==> src/rtl/rs_bm_iter.sv <==
// Iterative Berlekamp-Massey solver: turns 2*T_VAL syndromes into an error locator polynomial,
// one BM step per clock, fixed latency regardless of syndrome contents.
package gf_pkg;
   localparam int unsigned MaxW = 16;
   typedef logic [MaxW-1:0] gf_t;

   // Shift-and-add multiply in GF(2^w), w <= MaxW, reduced by poly (bit w set).
   function automatic gf_t gf_mul(gf_t a, gf_t b, int unsigned w, logic [MaxW:0] poly);
      logic [MaxW:0] acc;
      acc = '0;
      for (int i = MaxW - 1; i >= 0; i--) begin
         if (i < int'(w)) begin
            acc = acc << 1;
            if ((acc >> w) != '0) acc = acc ^ poly;
            if (b[i]) acc = acc ^ {1'b0, a};
         end
      end
      return acc[MaxW-1:0];
   endfunction

   // a^(2^w - 2) built as the product of a^(2^i) for i = 1..w-1.
   function automatic gf_t gf_inv(gf_t a, int unsigned w, logic [MaxW:0] poly);
      gf_t sq;
      gf_t res;
      sq  = a;
      res = gf_t'(1);
      for (int i = 1; i < int'(MaxW); i++) begin
         sq = gf_mul(sq, sq, w, poly);
         if (i < int'(w)) res = gf_mul(res, sq, w, poly);
      end
      return res;
   endfunction
endpackage

module rs_bm_iter #(
   parameter int unsigned SYMB_WIDTH = 8,
   parameter int unsigned T_VAL      = 8,
   parameter int unsigned GF_POLY    = 'h11D,
   localparam int unsigned ROOTS_NUM = 2 * T_VAL,
   localparam int unsigned LEN_W     = $clog2(ROOTS_NUM + 1)
) (
   input  logic                            aclk,
   input  logic                            aresetn,
   input  logic                            clear,
   input  logic [ROOTS_NUM*SYMB_WIDTH-1:0] syndrome,
   input  logic                            syndrome_vld,
   output logic                            syndrome_rdy,
   output logic [(T_VAL+1)*SYMB_WIDTH-1:0] err_loc,
   output logic [LEN_W-1:0]                err_loc_len,
   output logic                            err_loc_vld,
   input  logic                            err_loc_rdy,
   output logic                            decode_error
);

   typedef logic [SYMB_WIDTH-1:0] sym_t;
   typedef enum logic [1:0] {StIdle, StIter, StDone} state_e;

   localparam logic [gf_pkg::MaxW:0] Poly = GF_POLY[gf_pkg::MaxW:0];

   function automatic sym_t mul(sym_t a, sym_t b);
      return sym_t'(gf_pkg::gf_mul(gf_pkg::gf_t'(a), gf_pkg::gf_t'(b), SYMB_WIDTH, Poly));
   endfunction

   function automatic sym_t inv(sym_t a);
      return sym_t'(gf_pkg::gf_inv(gf_pkg::gf_t'(a), SYMB_WIDTH, Poly));
   endfunction

   state_e            state_q, state_d;
   sym_t              lambda_q [ROOTS_NUM+1];
   sym_t              lambda_d [ROOTS_NUM+1];
   sym_t              b_q      [ROOTS_NUM+1];
   sym_t              b_d      [ROOTS_NUM+1];
   sym_t              win_q    [ROOTS_NUM];
   sym_t              win_d    [ROOTS_NUM];
   sym_t              pend_q   [ROOTS_NUM-1];
   sym_t              pend_d   [ROOTS_NUM-1];
   logic [LEN_W-1:0]  len_q, len_d;
   logic [LEN_W-1:0]  r_q, r_d;
   logic              vld_q, vld_d;
   logic              derr_q, derr_d;

   sym_t              xb         [ROOTS_NUM+1];
   sym_t              lambda_upd [ROOTS_NUM+1];
   sym_t              delta;
   sym_t              delta_inv;
   int                deg;

   always_comb begin
      state_d   = state_q;
      lambda_d  = lambda_q;
      b_d       = b_q;
      win_d     = win_q;
      pend_d    = pend_q;
      len_d     = len_q;
      r_d       = r_q;
      vld_d     = vld_q;
      derr_d    = derr_q;
      delta     = '0;
      delta_inv = '0;
      deg       = 0;

      xb[0] = '0;
      for (int j = 1; j <= int'(ROOTS_NUM); j++) xb[j] = b_q[j-1];
      // win_q[j] already holds S(r-1-j), zero where that index would be negative.
      for (int j = 0; j < int'(ROOTS_NUM); j++) begin
         if (LEN_W'(j) <= len_q) delta = delta ^ mul(lambda_q[j], win_q[j]);
      end
      for (int j = 0; j <= int'(ROOTS_NUM); j++) lambda_upd[j] = lambda_q[j] ^ mul(delta, xb[j]);

      unique case (state_q)
         StIdle: begin
            if (syndrome_vld) begin
               lambda_d    = '{default: '0};
               lambda_d[0] = sym_t'(1);
               b_d         = '{default: '0};
               b_d[0]      = sym_t'(1);
               len_d       = '0;
               r_d         = LEN_W'(1);
               derr_d      = 1'b0;
               win_d       = '{default: '0};
               win_d[0]    = syndrome[0 +: SYMB_WIDTH];
               for (int k = 0; k < int'(ROOTS_NUM) - 1; k++) begin
                  pend_d[k] = syndrome[(k+1)*SYMB_WIDTH +: SYMB_WIDTH];
               end
               state_d     = StIter;
            end
         end
         StIter: begin
            if (delta != '0) begin
               lambda_d = lambda_upd;
               if (2 * int'(len_q) <= int'(r_q) - 1) begin
                  len_d     = r_q - len_q;
                  delta_inv = inv(delta);
                  for (int j = 0; j <= int'(ROOTS_NUM); j++) b_d[j] = mul(lambda_q[j], delta_inv);
               end else begin
                  b_d = xb;
               end
            end else begin
               b_d = xb;
            end
            win_d[0] = pend_q[0];
            for (int j = 1; j < int'(ROOTS_NUM); j++) win_d[j] = win_q[j-1];
            for (int k = 0; k < int'(ROOTS_NUM) - 2; k++) pend_d[k] = pend_q[k+1];
            pend_d[ROOTS_NUM-2] = '0;
            r_d = r_q + LEN_W'(1);
            if (r_q == LEN_W'(ROOTS_NUM)) begin
               for (int j = 0; j <= int'(ROOTS_NUM); j++) begin
                  if (lambda_d[j] != '0) deg = j;
               end
               derr_d  = (len_d > LEN_W'(T_VAL)) || (deg != int'(len_d));
               vld_d   = 1'b1;
               state_d = StDone;
            end
         end
         StDone: begin
            if (err_loc_rdy) begin
               vld_d   = 1'b0;
               state_d = StIdle;
            end
         end
         default: state_d = StIdle;
      endcase

      if (clear) begin
         vld_d   = 1'b0;
         state_d = StIdle;
      end
   end

   always_ff @(posedge aclk or negedge aresetn) begin
      if (!aresetn) begin
         state_q  <= StIdle;
         lambda_q <= '{default: '0};
         b_q      <= '{default: '0};
         win_q    <= '{default: '0};
         pend_q   <= '{default: '0};
         len_q    <= '0;
         r_q      <= '0;
         vld_q    <= 1'b0;
         derr_q   <= 1'b0;
      end else begin
         state_q  <= state_d;
         lambda_q <= lambda_d;
         b_q      <= b_d;
         win_q    <= win_d;
         pend_q   <= pend_d;
         len_q    <= len_d;
         r_q      <= r_d;
         vld_q    <= vld_d;
         derr_q   <= derr_d;
      end
   end

   always_comb begin
      err_loc = '0;
      for (int j = 0; j <= int'(T_VAL); j++) err_loc[j*SYMB_WIDTH +: SYMB_WIDTH] = lambda_q[j];
   end

   assign syndrome_rdy = (state_q == StIdle);
   assign err_loc_len  = len_q;
   assign err_loc_vld  = vld_q;
   assign decode_error = derr_q;

endmodule

==> config.mk <==
export PLATFORM = sky130hd
export DESIGN_NAME = rs_bm_iter
export DESIGN_NICKNAME = d
export VERILOG_FILES = /design/src/rtl/rs_bm_iter.sv
export SDC_FILE = /design/constraint.sdc
export NUM_CORES = 2
export LEC_CHECK = 0
export CORE_UTILIZATION = 42
export DETAILED_ROUTE_END_ITERATION = 8
export PLACE_DENSITY = 0.59
export SYNTH_ARGS = -nofsm -noshare
export SYNTH_HDL_FRONTEND = slang
export SYNTH_SLANG_ARGS = --single-unit
==> constraint.sdc <==
create_clock -name aclk -period 47.1 [get_ports aclk]
set_clock_uncertainty 0.2 [all_clocks]
set_input_delay 7.065 -clock aclk [delete_from_list [all_inputs] [get_ports aclk]]
set_output_delay 7.065 -clock aclk [all_outputs]
set_load 0.02 [all_outputs]
==> impl_metrics.xml <==
<?xml version="1.0" encoding="UTF-8"?>
<metrics>
  <group name="status">
    <metric name="status" unit="">complete, no violations</metric>
  </group>
  <group name="global_route">
    <metric name="number_of_global_route_vias_before_repair" unit="">73358</metric>
    <metric name="track_usage" unit="">0.310</metric>
    <metric name="antenna_found_initial" unit="">20</metric>
    <metric name="grt_max_degree" unit="">104</metric>
    <metric name="grt_overflow" unit="">0</metric>
    <metric name="grt_first_pass_wirelength" unit="microns">484000</metric>
  </group>
  <group name="die">
    <metric name="fp.dieW" unit="microns">449</metric>
    <metric name="core_area" unit="sq mm">0.198</metric>
    <metric name="io-pin-count" unit="">213</metric>
    <metric name="std_cell_rows" unit="">163</metric>
    <metric name="fp.dieArea" unit="sq mm">0.202</metric>
    <metric name="initial_utilization" unit="">0.425</metric>
    <metric name="die-height" unit="microns">449</metric>
  </group>
  <group name="sta">
    <metric name="finalHoldViolCount" unit="">0</metric>
    <metric name="period_share" unit="">0.505</metric>
    <metric name="setup_viol_count_final" unit="">0</metric>
    <metric name="worst-slew-pin-transition" unit="ns">1.31</metric>
    <metric name="postLayoutSetupSlackWorst" unit="ns">23.32</metric>
    <metric name="relSlewSlack" unit="">0.127</metric>
    <metric name="layout_min_cycle_time" unit="ns">23.78</metric>
    <metric name="fin_setup_tns" unit="ns">0</metric>
    <metric name="rsz0062_at_grt" unit="">false</metric>
    <metric name="fmax" unit="GHz">0.0420</metric>
    <metric name="slew_violations" unit="">0</metric>
  </group>
  <group name="detailed_routing">
    <metric name="route.antenna.remaining_nets" unit="">0</metric>
    <metric name="routed_via_density" unit="">5.87</metric>
    <metric name="wire_per_inst" unit="microns">24.5</metric>
    <metric name="totalWireLength" unit="microns">325000</metric>
    <metric name="first_pass_iters" unit="">8</metric>
    <metric name="route.vias.total" unit="">77732</metric>
    <metric name="first_drt_iteration_drcs" unit="">9759</metric>
    <metric name="drc_errors" unit="">0</metric>
  </group>
  <group name="logic_synthesis">
    <metric name="postSynthCellCount" unit="">11113</metric>
    <metric name="asyncSetResetFlopFracSynth" unit="">1.00</metric>
    <metric name="yosys_warnings" unit="">0</metric>
    <metric name="synth_sequential_area_ratio" unit="">0.154</metric>
    <metric name="post_synth_instance_area" unit="sq mm">0.0841</metric>
    <metric name="ys_types" unit="">125</metric>
    <metric name="synth-seq-cells" unit="">519</metric>
    <metric name="post_synth_most_frequent_cells" unit="">2944 x sky130_fd_sc_hd__nand2_1, 2609 x sky130_fd_sc_hd__xnor2_1, 661 x sky130_fd_sc_hd__clkbuf_1</metric>
    <metric name="syn_area_per_cell" unit="sq um">7.57</metric>
    <metric name="yosys.area.top_type_share" unit="">0.272</metric>
    <metric name="synthMostInstantiatedCell" unit="">sky130_fd_sc_hd__nand2_1</metric>
    <metric name="synth_top_cells_by_area" unit="">sky130_fd_sc_hd__xnor2_1 27%, sky130_fd_sc_hd__dfrtp_1 15%, sky130_fd_sc_hd__nand2_1 13%, sky130_fd_sc_hd__xnor3_1 8.0%, sky130_fd_sc_hd__xor2_1 6.6%</metric>
    <metric name="number_of_flops_mapped_to_enable_cells_by_yosys" unit="">0</metric>
    <metric name="yosys.area.top_type" unit="">sky130_fd_sc_hd__xnor2_1</metric>
    <metric name="dominantRegCellSynth" unit="">sky130_fd_sc_hd__dfrtp_1</metric>
  </group>
  <group name="worst_setup_path">
    <metric name="r2r_cells" unit="">58</metric>
    <metric name="critical_path.reg2reg.startpoint" unit="">err_loc[63]$_DFFE_PN0P_</metric>
    <metric name="critical_path.endpoint_type" unit="">register</metric>
    <metric name="critical_path.startpoint_type" unit="">register</metric>
    <metric name="crit_top_cell" unit="">sky130_fd_sc_hd__xnor3_1</metric>
    <metric name="cp.required" unit="ns">47.50</metric>
    <metric name="worst_path_max_delay_cell" unit="">sky130_fd_sc_hd__dfrtp_1</metric>
    <metric name="rr_endpoint" unit="">b_q[116]$_DFFE_PN0P_</metric>
    <metric name="criticalPathCategory" unit="">reg -&gt; reg</metric>
    <metric name="timing.reg2reg.setup_slack" unit="ns">23.32</metric>
    <metric name="slowest_delay" unit="ns">1.07</metric>
    <metric name="path_max_fanout" unit="">49</metric>
    <metric name="cp_data_arrival_time" unit="ns">24.18</metric>
  </group>
  <group name="placed_design">
    <metric name="place_hpwl" unit="microns">219000</metric>
    <metric name="preCtsSetupSlack" unit="ns">23.84</metric>
    <metric name="io_buffers" unit="">205</metric>
    <metric name="numPlacedInstances" unit="">13086</metric>
    <metric name="gp_congestion" unit="">0.995</metric>
  </group>
  <group name="worst_hold_path">
    <metric name="hold_path_depth" unit="">1</metric>
    <metric name="worstHoldEndpoint" unit="">pend_q[1]$_DFFE_PN0P_</metric>
    <metric name="holdCritStartpoint" unit="">pend_q[1]$_DFFE_PN0P_</metric>
    <metric name="worst_hold_path_type" unit="">reg -&gt; reg</metric>
  </group>
  <group name="clock_tree">
    <metric name="cts.reportedPaths.clkPinSlew" unit="ns">0.06</metric>
    <metric name="post-cts-setup-buffer-count" unit="">0</metric>
    <metric name="clk_latency" unit="ns">0.73</metric>
    <metric name="clock_sinks" unit="">519</metric>
    <metric name="clock_tree.buffer_depth" unit="">3</metric>
    <metric name="htree_levels" unit="">3</metric>
    <metric name="tritoncts" unit="">yes</metric>
    <metric name="holdBufCountCts" unit="">0</metric>
    <metric name="cts_root_buffer" unit="">sky130_fd_sc_hd__clkbuf_16</metric>
    <metric name="cts-buffers-inserted" unit="">69</metric>
    <metric name="cts.repair.resized" unit="">0</metric>
  </group>
  <group name="layout">
    <metric name="stdcell_count" unit="">13234</metric>
    <metric name="finalNetCount" unit="">10671</metric>
    <metric name="area_delta_synth_final" unit="%">6.20</metric>
    <metric name="layout-drive-gt1-share" unit="">0.0520</metric>
  </group>
  <group name="job">
    <metric name="timing.max_cap.violations" unit="">0</metric>
  </group>
</metrics>
-- registers in the layout, indices dropped and copies added, names as in the netlist --
register	flops
err_loc_len	5
state_q	2
win_q	128
r_q	5
decode_error	1
pend_q	120
b_q	128
err_loc_vld	1
err_loc	65
lambda_q	64
-- critical path: cells and delay by family (launching register included) --
family,cells,cell delay (ns)
compound gates,5,1.17
xor+xnor,33,14.45
fa+ha+maj,3,1.33
buf+inv,8,3.09
flops,1,1.07
simple gates,9,2.16
-- cell families after synthesis --
group | after synthesis | synth area share
and+or+nand+nor | 3904 | 0.188
adders and majority gates | 22 | 0.00333
DFF | 519 | 0.154
muxes | 119 | 0.0146
buffers and inverters | 1181 | 0.0599
AOI/OAI and AO/OA | 1712 | 0.135
xor gates and xnor gates | 3655 | 0.445
other | 1 | 0.0000446
-- through the flow --
stage	hold WS, ns	utilization	instance area [sq um]
6_report	0.305	0.451	89300
2_1_floorplan	0.267	-	84100
3_3_place_gp	0.284	0.439	86800
3_5_place_dp	0.287	0.439	86800
5_1_grt	0.321	0.451	89300
4_1_cts	0.309	0.451	89200
-- cell type report --
type	count	area, sq um
multi-input combinational	9419	66400
antenna	26	65.1
sequential	519	13000
fill	19501	109000
timing repair buffer	428	3820
clock inverter	36	505
inverter	80	310
clock buffer	86	1880
tap	2640	3300
-- cells in the final DEF, fill, tap and decap left out, types with 31 or more instances in the layout --
cell	instances
sky130_fd_sc_hd__nand2_1	2936
sky130_fd_sc_hd__xnor2_1	2599
sky130_fd_sc_hd__xor2_1	631
sky130_fd_sc_hd__dfrtp_1	519
sky130_fd_sc_hd__nor2_1	495
sky130_fd_sc_hd__o21ai_0	296
sky130_fd_sc_hd__xnor3_1	296
sky130_fd_sc_hd__o22ai_1	280
sky130_fd_sc_hd__a21oi_1	263
sky130_fd_sc_hd__buf_4	217
sky130_fd_sc_hd__a22o_1	207
sky130_fd_sc_hd__clkdlybuf4s50_1	203
sky130_fd_sc_hd__a22oi_1	169
sky130_fd_sc_hd__o21ai_1	156
sky130_fd_sc_hd__mux2i_1	92
sky130_fd_sc_hd__nand3_1	90
sky130_fd_sc_hd__clkbuf_16	69
sky130_fd_sc_hd__nand2b_1	57
sky130_fd_sc_hd__a21o_1	54
sky130_fd_sc_hd__inv_1	53
sky130_fd_sc_hd__nor3_1	53
sky130_fd_sc_hd__nor2b_1	50
sky130_fd_sc_hd__xnor2_2	47
sky130_fd_sc_hd__and2_1	33
sky130_fd_sc_hd__a31oi_1	31
-- layer usage --
layer  up-vias  share of wire  track usage
li1      34903              -            -
met1     38091           0.41        0.419
met2      4017           0.43        0.465
met3       697           0.11       0.0769
met4        24          0.046        0.134
met5         -        0.00077            0
-- worst max-delay path by stage --
stage / slack, ns / to / cells after the start / startpoint
after CTS: 23.77 / b_q[116]$_DFFE_PN0P_ / 59 / err_loc[22]$_DFFE_PN0P_
after global routing: 22.13 / b_q[123]$_DFFE_PN0P_ / 61 / err_loc[22]$_DFFE_PN0P_
after global placement: 24.12 / b_q[116]$_DFFE_PN0P_ / 58 / err_loc[63]$_DFFE_PN0P_
after detailed placement: 23.84 / b_q[116]$_DFFE_PN0P_ / 59 / err_loc[22]$_DFFE_PN0P_
after floorplan: 26.50 / b_q[91]$_DFFE_PN0P_ / 71 / lambda_q[22]$_DFFE_PN0P_
final: 23.32 / b_q[116]$_DFFE_PN0P_ / 58 / err_loc[63]$_DFFE_PN0P_
Power is left out: the tool's default activity adds up to more than one toggle a clock period on the data nets, which glitch-free logic cannot reach.
